===== src/rtl/shift_register_seq_pkg.sv =====
// Shared encodings for the sequenced shift register: the shift modes and the run-control FSM states.
package shift_register_seq_pkg;

  localparam logic [1:0] OP_SHL1  = 2'b00;
  localparam logic [1:0] OP_SHR1  = 2'b01;
  localparam logic [1:0] OP_SQRT2 = 2'b10;
  localparam logic [1:0] OP_ASR1  = 2'b11;

  typedef enum logic [1:0] {
    IDLE = 2'b00,
    RUN  = 2'b01,
    DONE = 2'b10
  } state_t;

endpackage


===== src/rtl/shift_register_seq_shift_unit.sv =====
// Combinational one-step shifter that computes the next Q, the next pair and the removed bit for a given mode.
module shift_unit
  import shift_register_seq_pkg::*;
#(
  parameter int WORD_LENGTH = 16
) (
  input  logic [WORD_LENGTH-1:0] q_in,
  input  logic [1:0]             pair_in,
  input  logic [1:0]             op,
  output logic [WORD_LENGTH-1:0] q_next,
  output logic [1:0]             pair_next,
  output logic                   bit_next
);

  // pair only changes in SQRT2 mode; every other mode carries it through
  always_comb begin
    q_next    = q_in;
    pair_next = pair_in;
    bit_next  = 1'b0;
    case (op)
      OP_SHL1: begin
        q_next   = {q_in[WORD_LENGTH-2:0], 1'b0};
        bit_next = q_in[WORD_LENGTH-1];
      end
      OP_SHR1: begin
        q_next   = {1'b0, q_in[WORD_LENGTH-1:1]};
        bit_next = q_in[0];
      end
      OP_SQRT2: begin
        q_next    = {q_in[WORD_LENGTH-3:0], 2'b00};
        pair_next = q_in[WORD_LENGTH-1:WORD_LENGTH-2];
        bit_next  = q_in[WORD_LENGTH-1];
      end
      OP_ASR1: begin
        q_next   = {q_in[WORD_LENGTH-1], q_in[WORD_LENGTH-1:1]};
        bit_next = q_in[0];
      end
      default: begin
        q_next    = q_in;
        pair_next = pair_in;
        bit_next  = 1'b0;
      end
    endcase
  end

endmodule


===== src/rtl/shift_register_seq.sv =====
// Operand shift register with single-step shifts and an autonomous N-step run reported through busy/done.
module shift_register_seq
  import shift_register_seq_pkg::*;
#(
  parameter  int WORD_LENGTH = 16,
  localparam int CNT_W       = $clog2(WORD_LENGTH) + 1
) (
  input  logic                   clk,
  input  logic                   reset,
  input  logic [WORD_LENGTH-1:0] D,
  input  logic                   load,
  input  logic                   start,
  input  logic                   shift,
  input  logic [1:0]             op,
  input  logic [CNT_W-1:0]       steps,
  output logic [WORD_LENGTH-1:0] Q,
  output logic [1:0]             pair,
  output logic                   bit_out,
  output logic [CNT_W-1:0]       step_cnt,
  output logic                   busy,
  output logic                   done
);

  state_t                 state_r;
  logic [WORD_LENGTH-1:0] q_r;
  logic [1:0]             pair_r;
  logic                   bit_out_r;
  logic [CNT_W-1:0]       step_cnt_r;
  logic [1:0]             op_r;
  logic [CNT_W-1:0]       steps_r;

  logic [1:0]             op_sel_s;
  logic [WORD_LENGTH-1:0] q_next_s;
  logic [1:0]             pair_next_s;
  logic                   bit_next_s;
  logic [CNT_W-1:0]       cnt_inc_s;

  function automatic logic [CNT_W-1:0] sat_inc(input logic [CNT_W-1:0] v);
    return (&v) ? v : v + {{(CNT_W-1){1'b0}}, 1'b1};
  endfunction

  // A run uses the mode latched at start so op changes mid-run cannot disturb it
  assign op_sel_s  = (state_r == RUN) ? op_r : op;
  assign cnt_inc_s = sat_inc(step_cnt_r);

  shift_unit #(
    .WORD_LENGTH(WORD_LENGTH)
  ) u_shift_unit (
    .q_in      (q_r),
    .pair_in   (pair_r),
    .op        (op_sel_s),
    .q_next    (q_next_s),
    .pair_next (pair_next_s),
    .bit_next  (bit_next_s)
  );

  // Run-control FSM together with the operand, pair, bit and step-count registers
  always_ff @(posedge clk) begin
    if (reset) begin
      state_r    <= IDLE;
      q_r        <= {WORD_LENGTH{1'b0}};
      pair_r     <= 2'b00;
      bit_out_r  <= 1'b0;
      step_cnt_r <= {CNT_W{1'b0}};
      op_r       <= 2'b00;
      steps_r    <= {CNT_W{1'b0}};
    end else begin
      case (state_r)
        IDLE: begin
          if (load) begin
            q_r        <= D;
            pair_r     <= 2'b00;
            bit_out_r  <= 1'b0;
            step_cnt_r <= {CNT_W{1'b0}};
          end else if (start) begin
            step_cnt_r <= {CNT_W{1'b0}};
            if (steps == {CNT_W{1'b0}}) begin
              state_r <= DONE;
            end else begin
              op_r    <= op;
              steps_r <= steps;
              state_r <= RUN;
            end
          end else if (shift) begin
            q_r        <= q_next_s;
            pair_r     <= pair_next_s;
            bit_out_r  <= bit_next_s;
            step_cnt_r <= cnt_inc_s;
          end else begin
            state_r <= IDLE;
          end
        end
        RUN: begin
          if (load) begin
            q_r        <= D;
            pair_r     <= 2'b00;
            bit_out_r  <= 1'b0;
            step_cnt_r <= {CNT_W{1'b0}};
            state_r    <= IDLE;
          end else begin
            q_r        <= q_next_s;
            pair_r     <= pair_next_s;
            bit_out_r  <= bit_next_s;
            step_cnt_r <= cnt_inc_s;
            if (cnt_inc_s == steps_r) begin
              state_r <= DONE;
            end else begin
              state_r <= RUN;
            end
          end
        end
        DONE: begin
          if (load) begin
            q_r        <= D;
            pair_r     <= 2'b00;
            bit_out_r  <= 1'b0;
            step_cnt_r <= {CNT_W{1'b0}};
          end else begin
            q_r <= q_r;
          end
          state_r <= IDLE;
        end
        default: begin
          state_r <= IDLE;
        end
      endcase
    end
  end

  assign Q        = q_r;
  assign pair     = pair_r;
  assign bit_out  = bit_out_r;
  assign step_cnt = step_cnt_r;
  assign busy     = (state_r == RUN);
  assign done     = (state_r == DONE);

endmodule


===== config.mk =====
export PLATFORM = sky130hd
export DESIGN_NAME = shift_register_seq
export DESIGN_NICKNAME = d
export VERILOG_FILES = /design/src/rtl/shift_register_seq_pkg.sv /design/src/rtl/shift_register_seq_shift_unit.sv /design/src/rtl/shift_register_seq.sv
export SDC_FILE = /design/constraint.sdc
export NUM_CORES = 1
export LEC_CHECK = 0
export CORE_ASPECT_RATIO = 2
export CORE_MARGIN = 5
export CORE_UTILIZATION = 46
export CTS_BUF_LIST = sky130_fd_sc_hd__clkbuf_8
export DETAILED_ROUTE_END_ITERATION = 8
export GPL_TIMING_DRIVEN = 0
export PLACE_DENSITY = 0.79
export SLEW_MARGIN = 20
export SYNTH_ARGS = -nofsm -noshare
export SYNTH_HDL_FRONTEND = slang
export SYNTH_SLANG_ARGS = --single-unit
export TNS_END_PERCENT = 1

===== constraint.sdc =====
create_clock -name clk -period 2 [get_ports clk]
set_input_delay 0.4 -clock clk [delete_from_list [all_inputs] [get_ports clk]]
set_output_delay 0.4 -clock clk [all_outputs]
set_load 0.03 [all_outputs]

==> results of run 1 <==
-- power breakdown --
| group | total [mW] | internal [mW] | switching [mW] |
|---|---|---|---|
| combinational | 0.574 | 0.264 | 0.310 |
| sequential | 0.765 | 0.701 | 0.0639 |
| clock | 0.557 | 0.311 | 0.246 |
| total | 1.90 | 1.28 | 0.620 |
-- metal layers --
| layer | part of all wire (%) | wire length (um) | global-route usage (%) |
|---|---|---|---|
| met1 | 35 | 2274 | 20.09 |
| met2 | 57 | 3760 | 42.39 |
| met3 | 4.2 | 273 | 3.402 |
| met4 | 4.0 | 265 | 12.27 |
| met5 | 0 | 0 | 0 |
-- cells by family (layout without fill, tap and decap cells) --
kind of cell / after synthesis / in the layout / synth area share, %
muxes: 26 / 26 / 13.04
adders and majority gates: 5 / 5 / 2.938
AOI/OAI and AO/OA: 67 / 67 / 21.62
and+or+nand+nor: 108 / 108 / 24.27
DFF: 33 / 33 / 31.02
xor gates and xnor gates: 6 / 6 / 2.468
buffers and inverters: 22 / 82 / 4.641
-- worst min-delay path, delay by kind of cell (launching register included) --
kind	cells	cell delay (ns)
AOI/OAI and AO/OA	1	0.05
and+or+nand+nor	1	0.05
DFF	1	0.31
-- sequential cells by signal, indices dropped and copies added (netlist names) --
| name | flops |
|---|---|
| Q | 16 |
| step_cnt | 5 |
| steps_r | 5 |
| op_r | 2 |
| pair | 2 |
| state_r | 2 |
| bit_out | 1 |
-- timing repair --
| action | 4_1_cts | 5_1_grt |
|---|---|---|
| pin swaps | 4 | 3 |
| endpoints found under the hold margin | 0 | 0 |
| endpoints found under the setup margin | 22 | 25 |
| resized for setup | 21 | 16 |
| buffers inserted | 1 | 0 |
-- final timing paths --
kind | start | end | slack [ns] | depth (start not counted)
worst min register to register | bit_out | bit_out | 0.45 | 2
worst max register to register | step_cnt[0] | state_r[1] | -0.05 | 6
worst max-delay path | step_cnt[0] | state_r[1] | -0.05 | 6
worst min-delay path | bit_out | bit_out | 0.45 | 2
-- cell usage in the layout (no fill, tap or decap), drive strengths merged, types with 2 or more instances in the layout --
cell	instances
nand4	6
buf	12
xnor2	4
or2	3
xor2	2
clkdlybuf4s50	50
a31oi	5
mux2i	22
nor3	12
o21ba	4
o21ai	8
mux2	4
clkbuf	13
o21bai	2
a311oi	2
nand3	12
inv	4
ha	5
a21oi	15
dfxtp	33
a211oi	21
nor2	33
nand2	32
-- area by class of cell --
class / instances / area, um2 / area share, %
plain buffers: 17 / 111.4 / 3.800
clock buffers: 7 / 96.34 / 3.288
clock inverters: 1 / 5.005 / 0.1708
inverters: 4 / 15.01 / 0.5124
multi-input cells: 212 / 1431 / 48.85
flip-flops and latches: 33 / 669.4 / 22.84
well taps: 55 / 68.82 / 2.348
repair buffers: 53 / 533.0 / 18.19
-- stage by stage --
stage	worst slack [ns]	hold slack (ns)	instances	TNS, ns	cell area, um2
floorplan	-0.07162	0.4803	267	-0.1258	2151
global placement	-0.5683	0.4460	374	-9.290	2740
detailed placement	-0.5942	0.4474	374	-10.05	2740
CTS	-0.01295	0.4560	383	-0.01937	2892
global route	-0.1005	0.4729	382	-0.9401	2930
finish	-0.04773	0.4526	382	-0.07551	2930
==> impl_results.md, run 1 <==
* Run status: finished with violations
* Failing checks: negative setup slack
* Post-DR wirelength/cell at 17.21 um
* CP Class: reg -> reg
* Chip width at 58.11 um
* Critical Path RT at 2.21 ns
* Leak at 1.159 nW
* Clk root buf: clkbuf_8
* F_max at 488.3 MHz
* 1st-iter DRT viols at 95
* I/O pin count at 54
* Dpl hpwl at 4.877 mm
* CTS clk-pin slew, worst paths at 0.07 ns
* Top cell type's share of synthesized area at 31.02%
* Top cells by area, synth: dfxtp_1 (31%), mux2i_1 (9.9%), a211oi_1 (7.4%)
* First-pass GRT wire length at 10.54 mm
* RePlAce Congestion at 0.9147
* Post-synth cell types at 47
* Die height at 106.2 um
* Mean Syn Cell Area at 7.976 um2
* Share of layout cells above drive strength 1 at 14.68%
* Final Hold Viols at 0
* Initial cell density of the core at 46.76%
* RSZ-0062 raised after global routing: yes
* Setup crit start kind: register
* Synth warn at 0
* Largest net degree at the start of global routing at 11
* Bufs and invs on worst path at 0
* CP endpoint kind: register
* Vias in the first global route at 2347
* VDD IR max at 0.6006 mV
* Seq cells post-synth at 33
* Core area at 4554 um2
* Top cells by count, synth: dfxtp_1 (33), nor2_1 (33), nand2_1 (32)
* Critical Path Max Stage Delay at 0.48 ns
* Seq/Total Area, Yosys at 31.02%
* Detail Route Antenna Nets at 0
* DR pass1 iterations at 4
* Routed WL at 6.573 mm
* Routed vias/inst at 6.034
* Layout Skew at 0.002580 ns
* Setup WS post-layout at -0.04773 ns
* CTS Sinks at 33
* GRT Overall Usage at 21.80%
* CTS H-tree depth at 2
* Syn Nets at 300
* Worst skew pair latency at 0.28 ns
* Worst-margin pin slew at 0.5886 ns
* Worst-path fanout max at 7
* Number of CTS-inserted buffers at 5
* Fill cells at 419
* Crit path cell chain: ha_2 > or4bb_1 > o21ai_0 > a311oi_1 > or4_1 > o21ai_1
* Post-synth EDFFs at 0
* CTS tree: built
* Primary FF master, synth: dfxtp_1
* Power Density at 647.2 nW/um2
* Relative slew slack at 60.76%
* Antenna Cells at 0
* Total power at 1.897 mW
* Async S/R FF share, synth at 0%
* Fin util at 64.34%
* Die area at 6172 um2
* Final setup viols at 2
* Total number of vias at 2305
* Final Net Count at 359
* Post-Syn Instances at 267
* Delay-heaviest family, CP: simple AND/OR/NAND/NOR gates
* Synthesis-to-layout area growth at 37.60%
* Max Cap Violations at 0
* Fin crit share at 102.4%
* Max Slew Vio Count at 0
* Area of the mapped netlist at 2130 um2
* Hold WC Path Type: reg -> reg
* Crit path arrival time at 2.26 ns
* Site row count at 35
* # hold bufs at CTS at 0
* Port bufs at 52
* Leading area contributor after synthesis: dfxtp_1
* Post-layout min period at 2.048 ns
* Grt ovf at 0
* DRC errors left at 0
* Buffer levels on the longest clock path at 2
* Initial antenna violation count at 0
* CP max-delay cell: or4bb_1
(Power assumes the default switching activity.)
==> inputs of run 2 (changes only) <==
--- a/config.mk
+++ b/config.mk
@@ -11,6 +11,7 @@
 export CTS_BUF_LIST = sky130_fd_sc_hd__clkbuf_8
 export DETAILED_ROUTE_END_ITERATION = 8
 export GPL_TIMING_DRIVEN = 0
+export HOLD_SLACK_MARGIN = 0.1
 export PLACE_DENSITY = 0.79
 export SLEW_MARGIN = 20
 export SYNTH_ARGS = -nofsm -noshare
==> results of run 2 <==
No change in the layout: final DEF, timing and power equal those of run 1.
